$ cat src/rtl/fm_ctrl_pkg.sv
// Shared definitions for the FM transmitter configuration sequencer:
// sequencer states and configuration select codes.
package fm_ctrl_pkg;

    typedef enum logic [2:0] {
        IDLE    = 3'd0,
        RAMP    = 3'd1,
        RAMP_DN = 3'd2,
        TUNE    = 3'd3,
        SETTLE  = 3'd4,
        RAMP_UP = 3'd5
    } state_e;

    localparam logic [1:0] SEL_FREQ  = 2'd0;
    localparam logic [1:0] SEL_AGAIN = 2'd1;
    localparam logic [1:0] SEL_PGAIN = 2'd2;
    localparam logic [1:0] SEL_MUTE  = 2'd3;

endpackage

$ cat src/rtl/gain_slew.sv
// One slewed 16-bit gain: on each tick moves toward the target by at most
// RAMP_STEP, clamping at the target so it never overshoots or wraps.
module gain_slew #(
    parameter logic [15:0] RAMP_STEP = 16'd64
) (
    input  logic        i_clk,
    input  logic        i_rst,
    input  logic        i_tick,
    input  logic [15:0] i_target,
    output logic [15:0] o_cur,
    output logic        o_at_target
);

    logic [15:0] cur_r;
    logic [15:0] diff_s;
    logic [15:0] step_s;
    logic [15:0] cur_nx_s;

    // Compare first so the subtraction can never go negative
    always_comb begin
        diff_s   = 16'd0;
        step_s   = 16'd0;
        cur_nx_s = cur_r;
        if (cur_r < i_target) begin
            diff_s   = i_target - cur_r;
            step_s   = (diff_s > RAMP_STEP) ? RAMP_STEP : diff_s;
            cur_nx_s = cur_r + step_s;
        end else if (cur_r > i_target) begin
            diff_s   = cur_r - i_target;
            step_s   = (diff_s > RAMP_STEP) ? RAMP_STEP : diff_s;
            cur_nx_s = cur_r - step_s;
        end else begin
            cur_nx_s = cur_r;
        end
    end

    // Current gain register, advanced only on a ramp tick
    always_ff @(posedge i_clk) begin
        if (i_rst) begin
            cur_r <= 16'd0;
        end else if (i_tick) begin
            cur_r <= cur_nx_s;
        end else begin
            cur_r <= cur_r;
        end
    end

    assign o_cur       = cur_r;
    assign o_at_target = (cur_r == i_target);

endmodule

$ cat src/rtl/fm_tx_ctrl.sv
// FM mixer configuration sequencer: accepts single config writes and applies
// them click-free (slewed gains, mute-retune-settle-unmute for frequency).
module fm_tx_ctrl
    import fm_ctrl_pkg::*;
#(
    parameter int unsigned RAMP_DIV   = 50,
    parameter logic [15:0] RAMP_STEP  = 16'd64,
    parameter int unsigned SETTLE_CYC = 5000,
    parameter logic [31:0] RST_FREQ   = 32'd0
) (
    input  logic        i_clk,
    input  logic        i_rst,
    input  logic        i_cfg_valid,
    output logic        o_cfg_ready,
    input  logic [1:0]  i_cfg_sel,
    input  logic [31:0] i_cfg_data,
    output logic [31:0] o_rf_freq,
    output logic [15:0] o_audio_gain,
    output logic [15:0] o_pilot_gain,
    output logic        o_busy,
    output logic        o_muted
);

    localparam logic [15:0] DIV_LAST    = 16'(RAMP_DIV - 32'd1);
    localparam logic [31:0] SETTLE_LAST = 32'(SETTLE_CYC - 32'd1);

    state_e      state_r;
    state_e      state_nx_s;
    logic        ready_r;
    logic        busy_r;
    logic        mute_r;
    logic [31:0] freq_r;
    logic [31:0] pend_freq_r;
    logic [31:0] settle_cnt_r;
    logic [15:0] div_cnt_r;
    logic [15:0] a_tgt_r;
    logic [15:0] p_tgt_r;
    logic [15:0] a_eff_s;
    logic [15:0] p_eff_s;
    logic        xfer_s;
    logic        ramping_s;
    logic        tick_s;
    logic        a_at_s;
    logic        p_at_s;

    assign xfer_s = i_cfg_valid & ready_r;
    assign tick_s = ramping_s & (div_cnt_r == DIV_LAST);

    // Ramp-state decode and effective gain targets (mute or retune force zero)
    always_comb begin
        ramping_s = 1'b0;
        a_eff_s   = a_tgt_r;
        p_eff_s   = p_tgt_r;
        case (state_r)
            RAMP, RAMP_DN, RAMP_UP: ramping_s = 1'b1;
            default:                ramping_s = 1'b0;
        endcase
        if ((state_r == RAMP_DN) || mute_r) begin
            a_eff_s = 16'd0;
            p_eff_s = 16'd0;
        end else begin
            a_eff_s = a_tgt_r;
            p_eff_s = p_tgt_r;
        end
    end

    // Sequencer next-state logic
    always_comb begin
        state_nx_s = state_r;
        case (state_r)
            IDLE:          state_nx_s = !xfer_s ? IDLE :
                                        (i_cfg_sel == SEL_FREQ) ? RAMP_DN : RAMP;
            RAMP, RAMP_UP: state_nx_s = (a_at_s && p_at_s) ? IDLE : state_r;
            RAMP_DN:       state_nx_s = (a_at_s && p_at_s) ? TUNE : RAMP_DN;
            TUNE:          state_nx_s = SETTLE;
            SETTLE:        state_nx_s = (settle_cnt_r == SETTLE_LAST) ? RAMP_UP : SETTLE;
            default:       state_nx_s = IDLE;
        endcase
    end

    // State register with handshake outputs registered from the next state
    always_ff @(posedge i_clk) begin
        if (i_rst) begin
            state_r <= IDLE;
            ready_r <= 1'b1;
            busy_r  <= 1'b0;
        end else begin
            state_r <= state_nx_s;
            ready_r <= (state_nx_s == IDLE);
            busy_r  <= (state_nx_s != IDLE);
        end
    end

    // Configuration registers; the frequency is only parked until TUNE
    always_ff @(posedge i_clk) begin
        if (i_rst) begin
            pend_freq_r <= 32'd0;
            a_tgt_r     <= 16'd0;
            p_tgt_r     <= 16'd0;
            mute_r      <= 1'b0;
        end else if (xfer_s) begin
            case (i_cfg_sel)
                SEL_FREQ:  pend_freq_r <= i_cfg_data;
                SEL_AGAIN: a_tgt_r     <= i_cfg_data[15:0];
                SEL_PGAIN: p_tgt_r     <= i_cfg_data[15:0];
                SEL_MUTE:  mute_r      <= i_cfg_data[0];
                default:   mute_r      <= mute_r;
            endcase
        end
    end

    // NCO word moves only in TUNE, when both gains are already at zero
    always_ff @(posedge i_clk) begin
        if (i_rst) begin
            freq_r <= RST_FREQ;
        end else if (state_r == TUNE) begin
            freq_r <= pend_freq_r;
        end
    end

    // Ramp divider held at zero outside ramp states so each entry restarts it
    always_ff @(posedge i_clk) begin
        if (i_rst || !ramping_s || tick_s) begin
            div_cnt_r <= 16'd0;
        end else begin
            div_cnt_r <= div_cnt_r + 16'd1;
        end
    end

    // Settle counter runs only while muted after a retune
    always_ff @(posedge i_clk) begin
        if (i_rst || (state_r != SETTLE)) begin
            settle_cnt_r <= 32'd0;
        end else begin
            settle_cnt_r <= settle_cnt_r + 32'd1;
        end
    end

    gain_slew #(.RAMP_STEP(RAMP_STEP)) u_audio (
        .i_clk       (i_clk),
        .i_rst       (i_rst),
        .i_tick      (tick_s),
        .i_target    (a_eff_s),
        .o_cur       (o_audio_gain),
        .o_at_target (a_at_s)
    );

    gain_slew #(.RAMP_STEP(RAMP_STEP)) u_pilot (
        .i_clk       (i_clk),
        .i_rst       (i_rst),
        .i_tick      (tick_s),
        .i_target    (p_eff_s),
        .o_cur       (o_pilot_gain),
        .o_at_target (p_at_s)
    );

    assign o_cfg_ready = ready_r;
    assign o_busy      = busy_r;
    assign o_rf_freq   = freq_r;
    assign o_muted     = mute_r;

endmodule

$ cat config.mk
export PLATFORM = sky130hd
export DESIGN_NAME = fm_tx_ctrl
export DESIGN_NICKNAME = d
export VERILOG_FILES = /design/src/rtl/fm_ctrl_pkg.sv /design/src/rtl/gain_slew.sv /design/src/rtl/fm_tx_ctrl.sv
export SDC_FILE = /design/constraint.sdc
export NUM_CORES = 1
export LEC_CHECK = 0
export ABC_AREA = 1
export CORE_ASPECT_RATIO = 0.5
export CORE_MARGIN = 2
export CORE_UTILIZATION = 55
export CTS_BUF_LIST = sky130_fd_sc_hd__clkbuf_8 sky130_fd_sc_hd__clkbuf_16
export CTS_CLUSTER_DIAMETER = 150
export DETAILED_ROUTE_END_ITERATION = 8
export GPL_TIMING_DRIVEN = 1
export PLACE_DENSITY = 0.87
export SKIP_LAST_GASP = 1
export SLEW_MARGIN = 20
export SYNTH_ARGS = -nofsm -noshare
export SYNTH_HDL_FRONTEND = slang
export SYNTH_SLANG_ARGS = --single-unit
$ cat constraint.sdc
create_clock -name i_clk -period 11.25 [get_ports i_clk]
set_input_delay 2.25 -clock i_clk [delete_from_list [all_inputs] [get_ports i_clk]]
set_output_delay 2.25 -clock i_clk [all_outputs]
set_load 0.01 [all_outputs]
==> parameters.txt, run 1 <==
Parameter                              Value

Critical path
  Logic depth of the worst register-to-register path    36
  Signal arrival time at the worst endpoint    7.05 ns
  Startpoint of the worst setup timing path    state_r[0]
  Worst reg2reg endpoint    u_audio.o_cur[13]
  Slack of the worst reg-to-reg path    4.56 ns
  Classification of the worst setup path    reg2reg
  Critical path's slowest cell    inv_1
  Number of buffer and inverter instances along the worst setup path    5
  Critical path's largest stage delay    0.74 ns
  Depth of the critical timing path with buffers and inverters included    36
  Cell occurring most often along the worst timing path    nand2_1
  Crit-path leading delay family    simple AND/OR/NAND/NOR gates
  Crit path capture    u_audio.o_cur[13]
  Data required time at the worst endpoint    11.61 ns
  Maximum fanout along the worst path    32
  Kind of launch point of the worst setup path    register
  Endpoint class of the critical path    register
  Worst reg2reg startpoint    state_r[0]

Floorplanning
  I/O Pins    104
  Chip Width    219.7 um
  # rows    39
  Initial standard-cell utilization of the core    56.05%
  Core Box Area    0.02284 mm^2
  Floorplan die area    0.02458 mm^2
  Die H    111.9 um

Clock network
  Clock Tree Root    clkbuf_16
  Buffer count from post-CTS setup fixing    0
  Clock latency of the later-clocked register in the worst-skew pair    0.46 ns
  Clock H-tree levels    4
  Number of hold buffers added after cts    0
  Number of sinks on the clock net    182
  Clock buffers created by TritonCTS    17
  # resized after CTS    0
  CTS tree    built
  Register clock-pin slew on the reported worst setup and hold paths    0.08 ns
  Number of buffers on the longest clock path    2

Timing
  Worst-Margin Slew    1.030 ns
  F_max    149.5 MHz
  Final hold vios    0
  Setup repair after global routing missed its margin    no
  Fin crit period    6.691 ns
  Final Max Slew Viols    0
  Post-route fraction of the period consumed by the critical path    59.47%
  Worst setup skew after layout    0.01740 ns
  Final sum of negative setup slack    0 ns
  Headroom to the max-slew limit    30.93%
  Final Setup Violations    0

Layout
  Area growth from synthesis to final layout    14.59%
  Layout net count    2,172
  Ratio of cells with drive above 1 in the final layout    4.993%
  Inserted Diodes    0
  Most frequent cells in the layout    nand2_1, nor2_1, inv_1
  Most common cell after layout, fill and taps aside    nand2_1

Synthesis
  XOR/XNOR Fraction of Synth Area    5.132%
  Area fraction in compound gates after synthesis    15.60%
  Flops & latches, synth    182
  Largest family of logic cells by synthesized area    simple AND/OR/NAND/NOR gates
  Simple-gate portion of the synthesized area    30.58%
  Share of synthesized flip-flops with an asynchronous set or reset    0%
  Mapped Avg Cell Area    6.547 um^2
  Predominant post-synthesis flop cell    dfxtp_1
  Syn_nets    2,097
  Post-Syn Instances    1,955
  Post-synth EDFFs    0
  Distinct cells, synth    55
  Share of synthesized area spent on multiplexers    0%
  Area of the mapped netlist    0.01280 mm^2
  Sequential share of the synthesized area    28.47%
  Number of warnings issued by yosys    0
  Fraction of the mapped netlist area in adder cells    10.62%

Routing
  Vias per cell    5.500
  Aggregate routed wire length    35,660 um
  Average wire per standard cell    15.17 um
  Number of DRC violations after detailed routing    0
  Total number of vias    12,925
  1st-iter DRT viols    1,129
  Number of search-and-repair iterations in the first detailed-routing pass    5
  Antenna Violating Nets Remaining    0

Power
  Net switching power of the design    0.7173 mW
  Clock group share of total power    32.8%
  Pwr Density    130.2 mW/mm^2
  Leakage component of the power    6.999 nW
  Final Total Pwr    1.909 mW
  Design internal power    1.192 mW
  Switching share of power    37.57%
  Worst vdd ir    91.64 uV
  Combinational power share    31.8%
  Part of the power in registers    35.4%

Place
  HPWL after DPL    27,010 um
  Count of buffers inserted at the top-level ports    103
  Routability congestion estimate    1.031

GRT
  Global-route wire length before repair    58,190 um
  Number of antenna violations at the first check in global routing    0
  Number of global-route vias before repair    12,085
  GRT Overall Usage    29.24%
  Maximum number of pins on one net before global-route repair    96
  Remaining global-route overflow    0

Worst hold path
  Type of the worst min-delay path    reg2reg

Run
  # Max-Cap Violations    0

Status
  Run status    completed
[flip-flops by register name, indices dropped and copies added (netlist names), 3 cells and up]
register,flops
a_tgt_r,16
u_pilot.o_cur,16
settle_cnt_r,32
div_cnt_r,16
pend_freq_r,32
state_r,3
p_tgt_r,16
o_rf_freq,32
u_audio.o_cur,16
[cell families after synthesis]
| kind of cell | after synthesis |
|---|---|
| flip-flops | 182 |
| adder cells (fa/ha/maj) | 105 |
| buffers and inverters | 321 |
| AO/OA/AOI/OAI | 366 |
| XOR/XNOR | 75 |
| AND/OR/NAND/NOR | 906 |
[final cells by class]
class                   count  area (um^2)
inverters                 270         1013
well taps                 307        384.1
clock inverters            15        201.4
fillers                  2060         8169
multi-input cells        1452         7939
flip-flops and latches    182         3643
clock buffers              17        425.4
repair buffers            107         1061
[cell usage after synthesis, drive strengths merged, types with 4 or more instances]
cell type / number / area (um^2)
inv: 269 / 1010
nor2: 342 / 1336
a211oi: 11 / 82.58
nor4: 13 / 81.33
a21oi: 130 / 658.1
xor2: 59 / 516.8
buf: 14 / 77.57
nand3: 77 / 407.9
nor3: 52 / 285.3
nand4: 33 / 206.5
a31oi: 5 / 31.28
nand2: 359 / 1380
or2: 9 / 56.31
a21o: 7 / 52.55
nor3b: 7 / 57.55
nand3b: 5 / 37.54
fa: 6 / 120.1
clkbuf: 37 / 138.9
ha: 99 / 1239
dfxtp: 182 / 3643
and2: 4 / 25.03
o21bai: 9 / 67.56
o21ai: 186 / 949.7
xnor2: 16 / 140.1
[worst min-delay path by stage]
stage	slack (ns)	cells past startpoint	endpoint	from
2_1_floorplan	0.42	1	settle_cnt_r[0]	settle_cnt_r[0]
3_3_place_gp	0.43	1	settle_cnt_r[0]	settle_cnt_r[0]
3_5_place_dp	0.46	1	settle_cnt_r[0]	settle_cnt_r[0]
4_1_cts	0.47	1	settle_cnt_r[0]	settle_cnt_r[0]
5_1_grt	0.50	1	settle_cnt_r[0]	settle_cnt_r[0]
6_report	0.47	1	settle_cnt_r[0]	settle_cnt_r[0]
[layer usage]
metal	global-route usage, %	share of wire [%]
met1	37.56	44
met2	49.31	46
met3	5.546	7.1
met4	9.843	2.7
met5	0	0
[per-stage QoR]
step	util (%)	hold WS, ns	std cells	area, um^2	worst slack, ns
3_3_place_gp	61.46	0.4296	2318	14040	4.952
5_1_grt	64.23	0.4959	2350	14670	3.897
4_1_cts	64.21	0.4686	2350	14660	4.674
3_5_place_dp	61.46	0.4563	2318	14040	4.706
6_report	64.23	0.4697	2350	14670	4.559
2_1_floorplan	-	0.4173	1955	12800	5.865
[power by group through the flow]
stage / registers, mW / clock network, mW / logic (mW)
4_1_cts: 0.676 / 0.629 / 0.594
3_3_place_gp: 0.690 / 0 / 0.584
2_1_floorplan: 0.690 / 0 / 0.450
3_5_place_dp: 0.691 / 0 / 0.588
5_1_grt: 0.679 / 0.658 / 0.682
6_report: 0.676 / 0.626 / 0.607
Power figures use the tool's default switching activity.
==> inputs of run 2 (changes only) <==
--- a/config.mk
+++ b/config.mk
@@ -8,12 +8,12 @@
 export ABC_AREA = 1
 export CORE_ASPECT_RATIO = 0.5
 export CORE_MARGIN = 2
-export CORE_UTILIZATION = 55
+export CORE_UTILIZATION = 54
 export CTS_BUF_LIST = sky130_fd_sc_hd__clkbuf_8 sky130_fd_sc_hd__clkbuf_16
 export CTS_CLUSTER_DIAMETER = 150
 export DETAILED_ROUTE_END_ITERATION = 8
 export GPL_TIMING_DRIVEN = 1
-export PLACE_DENSITY = 0.87
+export PLACE_DENSITY = 0.89
 export SKIP_LAST_GASP = 1
 export SLEW_MARGIN = 20
 export SYNTH_ARGS = -nofsm -noshare
==> constraint.sdc (replaced) <==
create_clock -name i_clk -period 5.88 [get_ports i_clk]
set_input_delay 1.176 -clock i_clk [delete_from_list [all_inputs] [get_ports i_clk]]
set_output_delay 1.176 -clock i_clk [all_outputs]
set_load 0.01 [all_outputs]
==> run 2 against run 1 <==
Net effect: the run now ends with design-rule violations left; total power is 90% higher; core utilization hardly changed; sequential power is 92% higher; fmax is 23% higher; cell count is 0.30% higher; first-iteration DRC count is 5.4% higher; sequential cell count stayed put; clock skew is 0.0047 ns lower; sequential share of layout area is 0.20 points lower; register-to-register slack worse by 4.1 ns; die area is 1.8% higher; critical path depth stayed put; largest power group unchanged; highest routed layer unchanged.
==> parameters.txt, run 2 (synthesis results as in run 1) <==
Parameter                              Value

Floorplanning
  Chip Width    221.7 um (was 219.7 um)
  I/O Pins    104 (unchanged)
  Core Box Area    0.02303 mm^2 (was 0.02284 mm^2)
  Die H    112.9 um (was 111.9 um)
  Initial standard-cell utilization of the core    55.57% (was 56.05%)
  # rows    39 (unchanged)
  Floorplan die area    0.02503 mm^2 (was 0.02458 mm^2)

Power
  Switching share of power    37.14% (was 37.57%)
  Net switching power of the design    1.348 mW (was 0.7173 mW)
  Pwr Density    245.3 mW/mm^2 (was 130.2 mW/mm^2)
  Part of the power in registers    35.7% (was 35.4%)
  Clock group share of total power    31.8% (was 32.8%)
  Design internal power    2.282 mW (was 1.192 mW)
  Combinational power share    32.5% (was 31.8%)
  Worst vdd ir    184.8 uV (was 91.64 uV)
  Leakage component of the power    7.029 nW (was 6.999 nW)

Timing
  Worst setup skew after layout    0.01271 ns (was 0.01740 ns)
  F_max    183.6 MHz (was 149.5 MHz)
  Post-route fraction of the period consumed by the critical path    92.62% (was 59.47%)
  Worst-Margin Slew    1.055 ns (was 1.030 ns)
  Final Max Slew Viols    0 (unchanged)
  Headroom to the max-slew limit    29.21% (was 30.93%)
  Final Setup Violations    0 (unchanged)
  Final hold vios    0 (unchanged)
  Fin crit period    5.446 ns (was 6.691 ns)

Place
  Placed cells    2,325 (was 2,318)
  Count of buffers inserted at the top-level ports    103 (unchanged)
  Routability congestion estimate    0.9926 (was 1.031)
  Placed cell area    0.01409 mm^2 (was 0.01404 mm^2)
  HPWL after DPL    26,850 um (was 27,010 um)

Clock network
  Clock Tree Root    clkbuf_16 (unchanged)
  Number of buffers on the longest clock path    2 (unchanged)
  Clock buffers created by TritonCTS    17 (unchanged)
  CTS tree    built (unchanged)
  Clock latency of the later-clocked register in the worst-skew pair    0.45 ns (was 0.46 ns)
  Register clock-pin slew on the reported worst setup and hold paths    0.08 ns (about the same)
  Number of sinks on the clock net    182 (unchanged)
  Clock H-tree levels    4 (unchanged)

Layout
  Ratio of cells with drive above 1 in the final layout    6.390% (was 4.993%)
  Cell area after layout    0.01480 mm^2 (was 0.01467 mm^2)
  Most common cell after layout, fill and taps aside    nand2_1 (unchanged)
  Most frequent cells in the layout    nand2_1, nor2_1, inv_1 (unchanged)
  Layout net count    2,180 (was 2,172)
  Inserted Diodes    0 (unchanged)
  Post-layout util    64.25% (was 64.23%)
  Non-filler instance count after layout    2,357 (was 2,350)
  Area growth from synthesis to final layout    15.62% (was 14.59%)

Routing
  Aggregate routed wire length    36,150 um (was 35,660 um)
  Total number of vias    13,109 (was 12,925)
  Top metal layer carrying routed signals    met4 (unchanged)
  Vias per cell    5.562 (was 5.500)
  Number of search-and-repair iterations in the first detailed-routing pass    7 (was 5)
  Antenna Violating Nets Remaining    0 (unchanged)
  Routed metal-1 wirelength    15,760 um (was 15,650 um)
  Average wire per standard cell    15.34 um (was 15.17 um)
  Sum of met3 wire segment lengths after detailed routing    2607 um (was 2517 um)
  1st-iter DRT viols    1,190 (was 1,129)
  Routed length on met2    16,690 um (was 16,530 um)
  Number of DRC violations after detailed routing    2 (was 0)

Critical path
  Critical path's largest stage delay    0.54 ns (was 0.74 ns)
  Data required time at the worst endpoint    6.20 ns (was 11.61 ns)
  Critical path's slowest cell    fa_2 (was inv_1)
  Maximum fanout along the worst path    16 (was 32)
  Classification of the worst setup path    reg2reg (unchanged)
  Cell occurring most often along the worst timing path    nand2_1 (unchanged)
  Crit-path leading delay family    simple AND/OR/NAND/NOR gates (unchanged)
  Worst reg2reg startpoint    state_r[0] (unchanged)
  Startpoint of the worst setup timing path    state_r[0] (unchanged)
  Kind of launch point of the worst setup path    register (unchanged)
  Number of buffer and inverter instances along the worst setup path    6 (was 5)
  Signal arrival time at the worst endpoint    5.77 ns (was 7.05 ns)
  Endpoint class of the critical path    register (unchanged)

Worst hold path
  Type of the worst min-delay path    reg2reg (unchanged)
  Worst Min Path Start    settle_cnt_r[0] (unchanged)

GRT
  Maximum number of pins on one net before global-route repair    66 (was 96)
  Number of global-route vias before repair    12,440 (was 12,085)
  Remaining global-route overflow    0 (unchanged)
  GRT Overall Usage    28.73% (was 29.24%)
  Global-route wire length before repair    59,210 um (was 58,190 um)
  Number of antenna violations at the first check in global routing    0 (unchanged)

Run
  # Max-Cap Violations    0 (unchanged)

Status
  Run status    finished with violations (was completed)
  Failing checks    design-rule violations
-- run 2: worst reg2reg max path, delay by kind of cell (launching register included) --
kind                       cells  cell delay [ns]
xor gates and xnor gates       2             0.30
buffers and inverters          6             0.67
AOI/OAI and AO/OA              5             0.53
DFF                            1             0.36
and+or+nand+nor               19             2.12
adders and majority gates      4             1.31
-- run 2: final timing paths --
check,endpoint,slack (ns),cells after the start
hold / removal,settle_cnt_r[0],0.45,1
hold reg to reg,settle_cnt_r[0],0.45,1
setup reg to reg,u_pilot.o_cur[12],0.43,36
setup / recovery,u_pilot.o_cur[12],0.43,36
-- run 2: routing by layer --
metal,track usage [%],vias to the layer above
met5,0,-
met4,10.32,0
met3,4.830,93
met2,49.48,506
met1,36.67,6008
li1,-,6502
-- run 2: final cells by class --
class	instances	area (um^2)
Fill cell	1991	8233
Multi-Input combinational cell	1452	8036
Clock inverter	14	161.4
Inverter	270	1013
Clock buffer	17	425.4
Timing Repair Buffer	115	1132
Sequential cell	182	3646
Tap cell	307	384.1
-- run 2: power by group through the flow --
stage	Combinational (mW)	Sequential (mW)	Clock, mW
4_1_cts	1.13	1.30	1.16
3_5_place_dp	1.12	1.32	0
2_1_floorplan	0.861	1.32	0
3_3_place_gp	1.11	1.32	0
6_report	1.18	1.30	1.15
5_1_grt	1.32	1.30	1.21
-- run 2: what timing repair did --
action                                 in CTS  in global routing
endpoints found under the hold margin       0                  0
setup endpoints to repair                   0                 13
setup buffers                               0                  1
hold buffers                                0                  0
gates resized for setup                     0                 36
-- run 2: through the flow --
stage	setup TNS (ns)	setup WS, ns	power (mW)	hold WS (ns)
final	0	0.4341	3.630	0.4541
after detailed placement	0	0.02234	2.444	0.4408
after floorplan	0	0.4953	2.181	0.4173
after global routing	-0.001946	-0.001946	3.839	0.4752
after global placement	0	0.2742	2.432	0.4293
after CTS	0	0.008272	3.589	0.4588
